<file path="src/rtl/fetch_sequencer.sv">
// Instruction-fetch sequencer: owns the fetch PC, issues req/ack fetches, buffers words for Decode.
// Optional perf counters when FETCH_PERF_EN is defined; redirects flush the prefetch queue the same edge.
module fetch_sequencer #(
    parameter int              BITS     = 32,
    parameter logic [BITS-1:0] RESET_PC = '0,
    parameter int              QDEPTH   = 2
) (
    input  logic            CLK,
    input  logic            RESET,
    input  logic [BITS-1:0] ALUResultE,
    input  logic [BITS-1:0] ResultW,
    input  logic            BranchE,
    input  logic            PCSrcW,
    input  logic            StallF,
    output logic            imem_req,
    output logic [BITS-1:0] imem_addr,
    input  logic            imem_ack,
    input  logic [BITS-1:0] imem_rdata,
    output logic [BITS-1:0] InstrF,
    output logic [BITS-1:0] PCPlus4F,
    output logic            InstrValidF
`ifdef FETCH_PERF_EN
    ,
    output logic [31:0]     perf_redirects,
    output logic [31:0]     perf_bubbles
`endif
);

    localparam int PW = (QDEPTH > 1) ? $clog2(QDEPTH) : 1;
    localparam int CW = PW + 1;

    typedef enum logic [1:0] {S_RUN, S_WAIT, S_DRAIN} state_t;

    state_t            state_q, state_d;
    logic [BITS-1:0]   pc_q, pc_d;
    logic [BITS-1:0]   addr_q, addr_d;
    logic              req_q, req_d;
    logic [PW-1:0]     head_q, head_d, tail_q, tail_d;
    logic [CW-1:0]     count_q, count_d, count_after_pop;
    logic [BITS-1:0]   instr_mem_q [QDEPTH];
    logic [BITS-1:0]   pc4_mem_q   [QDEPTH];

    logic              redirect, pop, push;
    logic [BITS-1:0]   target, pc_plus4;

    always_comb begin
        redirect        = BranchE | PCSrcW;
        target          = BranchE ? ALUResultE : ResultW;
        pc_plus4        = pc_q + BITS'(4);
        pop             = (count_q != '0) && !StallF;
        count_after_pop = count_q - CW'(pop);
        push            = 1'b0;
        state_d         = state_q;
        pc_d            = pc_q;
        addr_d          = addr_q;

        case (state_q)
            S_RUN: begin
                if (redirect) begin
                    pc_d = target;
                end else if (count_after_pop < CW'(QDEPTH)) begin
                    state_d = S_WAIT;
                    addr_d  = pc_q;
                end
            end
            S_WAIT: begin
                if (redirect) begin
                    pc_d    = target;
                    state_d = imem_ack ? S_RUN : S_DRAIN;
                end else if (imem_ack) begin
                    push    = 1'b1;
                    pc_d    = pc_plus4;
                    state_d = S_RUN;
                end
            end
            S_DRAIN: begin
                // The in-flight access cannot be cancelled; only the PC follows redirects.
                if (redirect) pc_d = target;
                if (imem_ack) state_d = S_RUN;
            end
            default: state_d = S_RUN;
        endcase

        req_d = (state_d != S_RUN);

        if (redirect) begin
            head_d  = '0;
            tail_d  = '0;
            count_d = '0;
        end else begin
            head_d  = pop  ? head_q + PW'(1) : head_q;
            tail_d  = push ? tail_q + PW'(1) : tail_q;
            count_d = count_after_pop + CW'(push);
        end
    end

    always_ff @(posedge CLK) begin
        if (RESET) begin
            state_q <= S_RUN;
            pc_q    <= RESET_PC;
            addr_q  <= RESET_PC;
            req_q   <= 1'b0;
            head_q  <= '0;
            tail_q  <= '0;
            count_q <= '0;
        end else begin
            state_q <= state_d;
            pc_q    <= pc_d;
            addr_q  <= addr_d;
            req_q   <= req_d;
            head_q  <= head_d;
            tail_q  <= tail_d;
            count_q <= count_d;
        end
    end

    always_ff @(posedge CLK) begin
        if (push) begin
            instr_mem_q[tail_q] <= imem_rdata;
            pc4_mem_q[tail_q]   <= pc_plus4;
        end
    end

    assign imem_req    = req_q;
    assign imem_addr   = addr_q;
    assign InstrValidF = (count_q != '0);
    assign InstrF      = InstrValidF ? instr_mem_q[head_q] : '0;
    assign PCPlus4F    = InstrValidF ? pc4_mem_q[head_q]   : '0;

`ifdef FETCH_PERF_EN
    logic [31:0] perf_redirects_q, perf_redirects_d;
    logic [31:0] perf_bubbles_q, perf_bubbles_d;

    always_comb begin
        perf_redirects_d = perf_redirects_q;
        perf_bubbles_d   = perf_bubbles_q;
        if (redirect && perf_redirects_q != '1) perf_redirects_d = perf_redirects_q + 32'd1;
        if (!InstrValidF && perf_bubbles_q != '1) perf_bubbles_d = perf_bubbles_q + 32'd1;
    end

    always_ff @(posedge CLK) begin
        if (RESET) begin
            perf_redirects_q <= '0;
            perf_bubbles_q   <= '0;
        end else begin
            perf_redirects_q <= perf_redirects_d;
            perf_bubbles_q   <= perf_bubbles_d;
        end
    end

    assign perf_redirects = perf_redirects_q;
    assign perf_bubbles   = perf_bubbles_q;
`endif

endmodule

</file>
<file path="config.mk">
export PLATFORM = sky130hd
export DESIGN_NAME = fetch_sequencer
export DESIGN_NICKNAME = d
export VERILOG_FILES = /design/src/rtl/fetch_sequencer.sv
export SDC_FILE = /design/constraint.sdc
export NUM_CORES = 1
export LEC_CHECK = 0
export ABC_AREA = 1
export BUFFER_PORTS_ARGS = -buffer_cell sky130_fd_sc_hd__buf_2
export CAP_MARGIN = 5
export CORE_UTILIZATION = 49
export DETAILED_ROUTE_END_ITERATION = 6
export GPL_TIMING_DRIVEN = 0
export PLACE_DENSITY = 0.82
export SLEW_MARGIN = 20
export SYNTH_ARGS = -nofsm -noshare
export SYNTH_HDL_FRONTEND = slang
export SYNTH_SLANG_ARGS = --single-unit
export TNS_END_PERCENT = 30
</file>
<file path="constraint.sdc">
create_clock -name CLK -period 4.69 [get_ports CLK]
set_input_delay 1.1725 -clock CLK [delete_from_list [all_inputs] [get_ports CLK]]
set_output_delay 1.1725 -clock CLK [all_outputs]
set_load 0.05 [all_outputs]
</file>
==> results.txt <==
The width of the chip is around 140 microns. In this run the count of I/O pins placed on the die edge is 200. TritonCTS built the clock tree.

The critical path class is flop to primary output. Of all nets on the critical path, the largest fanout is 10. The largest single stage delay on the critical path is around 0.44 ns. The clock sink count is 200. The share of layout cells above drive strength 1 came out at about 25%. The worst setup path is captured at a primary output. Compared with the post-synthesis result, the final layout area differs by 22.0%.

The number of DRC markers in iteration 0 came out at approximately 570. In the finished design, the share of the clock period the worst path needs comes to 75.3%. Walking the worst path, the cells encountered are clkbuf_1 -> clkbuf_1 -> nand2_1 -> a21oi_1 -> buf_2.

Global routing finished with a remaining overflow of 0. Clock tree synthesis inserted a total of 17 buffers. The library cells used most frequently in the layout, excluding fill and tap cells, are sky130_fd_sc_hd__nand2_1 (253), sky130_fd_sc_hd__buf_2 (215), sky130_fd_sc_hd__edfxtp_1 (128), sky130_fd_sc_hd__a21oi_1 (98), sky130_fd_sc_hd__o21ai_0 (89). The worst-case IR drop observed on VDD is about 0.00026 V. The final cell utilization of the core came out at 61.7%.

Leaving out fill and tap cells, the most frequent cell in the layout is sky130_fd_sc_hd__nand2_1. The sequential share of power is 54.1%. The post-placement setup slack came out at between 1 and 1.5 ns. The clock network fraction of design power is 36.6%. The die covers roughly 19000 sq um.

The instance area at placement is approximately 10000 sq um. The worst-case setup margin in the final layout came out at ~1.2 ns. The number of antenna violations at the first check in global routing is 0. The clock passes through at most 2 buffers.

The most used flip-flop cell after synthesis is sky130_fd_sc_hd__edfxtp_1. The via count normalized by instance count is ~5.2. The final count of hold timing violations was 0. The max-slew violation count is 0. The starting density of the core came out at 50.6%. The switching share of power is 24.4%.

For this design, the slowest cell found on the critical path is sky130_fd_sc_hd__clkbuf_1. The maximum number of pins on one net before global-route repair is 26. The leakage power total came out at between 0.004 and 0.005 uW.

At the pin with the least slew margin, the transition time is ~0.7 ns. The internal power contribution is around 2800 uW. The area of the core is 17400 sq um. The critical path data arrival time came out at approximately 2.4 ns. The synthesized area is 8810 sq um.

The share of power burned in combinational logic is under 10%. Setup repair after global routing left no endpoint under its margin. At the end of the flow, the number of nets in the layout was 1261. The routability-driven placement congestion ratio is about 0.95. In the global route stage, overall resource usage came out at 24.2%. The number of antenna diodes in the final layout is 0.

The clock skew after layout is just under 0.01 ns. The cell family contributing the most delay on the critical path is buffers and inverters. The die height came out at 136 microns.

The number of search-and-repair iterations in the first detailed-routing pass came out at 6. The number of gates resized after CTS was 0. The post-route cell area came out at between 10000 and 15000 sq um.

The number of filler instances in the final layout is about 1500. The count of nets left with antenna violations once routing finished came out at 0. The power density normalized to cell area came out at about 340 nW/um^2. For this block, the via count after detailed routing is roughly 7300. In this run the tightest slew margin relative to its limit is ~53%.

The clock transition at the registers of the reported paths is 0.07 ns. A synthesized cell averages between 9 and 10 sq um. The final period demand of the worst path came out at ~3.5 ns. Summed over all nets, the switching power comes to ~890 uW. The worst hold-check path type is flop to flop. The total routed wirelength came out at roughly 22000 microns. The HPWL reported at the end of detailed placement is around 16000 microns. The first-pass GRT wire length came out at around 34000 microns. The number of maximum-capacitance violations came out at 0. The insertion delay to the later sink of the worst-skew pair is 0.43 ns. The tree is rooted in a sky130_fd_sc_hd__clkbuf_16. Yosys mapped a number of flops with a built-in enable equal to between 100 and 150. Based on the critical path, the design can be clocked at up to roughly 0.28 GHz.

The number of buffers inserted by hold repair at cts came out at 0. Yosys printed 0 warnings. The number of port buffers is between 150 and 200. The count of buffering cells on the critical path with inverters included is 3.

Across the whole layout, storage elements account for between 5000 and 6000 sq um. When the netlist entered floorplanning its net count stood at about 1000. The fraction of registers with async set or reset after synthesis is 0%.

The post-route DRC violation count is 0. Setup violations remaining at the end of the flow were counted as 0. After floorplanning, the core was divided into 48 placement rows.

For this run, the register share of the synthesized area comes to between 50% and 60%. The routed wire length per instance came out at roughly 16 microns. The via count of the first global-routing pass is between 6000 and 7000. The worst setup path is launched from a flop.

The count of state elements after synthesis is 200. The required time at the worst-slack endpoint is roughly 3.5 ns. The count of cell types in the netlist is 32. The cell type with the highest occurrence count on the critical path is sky130_fd_sc_hd__clkbuf_1. Counting every instance in the synthesized netlist gives 935.

The flow ran to the end, and the final reports show no timing, DRC or antenna violations. The H-tree was split into 4 levels. Summing all multi-input logic gate instances after layout gives between 3000 and 4000 sq um. The post-CTS setup buffer count came out at 0.
==> final timing paths <==
check	start	slack, ns	end	depth (start not counted)
hold reg to reg	imem_addr[16]	0.52	imem_addr[16]	2
setup reg to reg	state_q[0]	2.49	instr_mem_q[1][0]	5
setup / recovery	flop	1.16	PCPlus4F[15]	5
hold / removal	imem_addr[16]	0.52	imem_addr[16]	2
==> final cells by class <==
type	count	area share, %
clock inverter	10	0.663
inverter	53	1.85
buffer	49	1.92
multi-input combinational	633	29.2
clock buffer	22	4.45
timing repair buffer	202	10.2
tap	225	2.62
sequential	200	49.2
==> Yosys cell counts, types with 2 or more instances <==
library cell / instances / area [sq um]
sky130_fd_sc_hd__xor2_1: 5 / 43.8
sky130_fd_sc_hd__clkbuf_1: 26 / 97.6
sky130_fd_sc_hd__ha_1: 3 / 37.5
sky130_fd_sc_hd__nor2_2: 2 / 12.5
sky130_fd_sc_hd__mux2i_1: 21 / 210
sky130_fd_sc_hd__or2_2: 5 / 31.3
sky130_fd_sc_hd__o21ai_0: 89 / 445
sky130_fd_sc_hd__buf_1: 5 / 18.8
sky130_fd_sc_hd__nand3b_1: 7 / 52.6
sky130_fd_sc_hd__a21oi_1: 98 / 490
sky130_fd_sc_hd__buf_2: 17 / 85.1
sky130_fd_sc_hd__nand2_1: 253 / 950
sky130_fd_sc_hd__nand2_2: 6 / 37.5
sky130_fd_sc_hd__edfxtp_1: 128 / 3840
sky130_fd_sc_hd__dfxtp_1: 72 / 1440
sky130_fd_sc_hd__a31oi_1: 8 / 50.1
sky130_fd_sc_hd__o211ai_1: 5 / 37.5
sky130_fd_sc_hd__nand3_1: 10 / 50.1
sky130_fd_sc_hd__inv_2: 3 / 11.3
sky130_fd_sc_hd__nor2_1: 90 / 338
sky130_fd_sc_hd__and2_1: 2 / 12.5
sky130_fd_sc_hd__nor2_4: 10 / 113
sky130_fd_sc_hd__nor3_1: 2 / 10.0
sky130_fd_sc_hd__inv_1: 50 / 188
sky130_fd_sc_hd__xor2_2: 6 / 97.6
sky130_fd_sc_hd__xnor2_1: 6 / 52.6
==> cells by family (layout without fill, tap and decap cells) <==
logic type,count (synthesis),after routing,share of synthesized area (%)
XOR/XNOR,17,17,2.20
AND/OR/NAND/NOR,390,390,18.6
adder cells (fa/ha/maj),3,3,0.426
AO/OA/AOI/OAI,202,202,11.8
multiplexers,21,21,2.39
buffers and inverters,102,336,4.60
flip-flops,200,200,60.0
==> state kept, by name, summed over array words and instances (netlist names), named ones only <==
| signal | count |
|---|---|
| imem_addr | 32 |
| pc_q | 32 |
| pc4_mem_q | 64 |
| tail_q | 1 |
| count_q | 2 |
| state_q | 2 |
| head_q | 1 |
| instr_mem_q | 64 |
| imem_req | 1 |
==> metrics by stage <==
stage          TNS, ns  cells  hold slack (ns)  total power, uW
2_1_floorplan   -16.07    935            0.426             2220
3_3_place_gp   -136.71   1358            0.480             2340
3_5_place_dp         0   1362            0.492             2350
4_1_cts              0   1394            0.521             3670
5_1_grt              0   1394            0.537             3770
6_report             0   1394            0.517             3660
==> power groups by stage <==
stage,sequential (uW),clock (uW),combinational (uW)
2_1_floorplan,2070,0,149
4_1_cts,1980,1350,338
5_1_grt,1980,1420,370
6_report,1980,1340,340
3_5_place_dp,2010,0,337
3_3_place_gp,2010,0,326
==> routing by layer <==
layer	GRT usage, %	wire (microns)	vias up
met3	3.95	1470	53
met1	31.0	9280	3298
met4	11.5	770	0
met5	0	0	-
li1	-	-	3578
met2	40.0	10600	321
==> worst reg2reg max path: stages (launching register included) <==
cell	delay, ns
sky130_fd_sc_hd__dfxtp_1	0.38
sky130_fd_sc_hd__inv_1	0.10
sky130_fd_sc_hd__nor2_4	0.26
sky130_fd_sc_hd__nand3_1	0.28
sky130_fd_sc_hd__nor2_4	0.62
sky130_fd_sc_hd__buf_16	0.25
(Power assumes the default switching activity.)
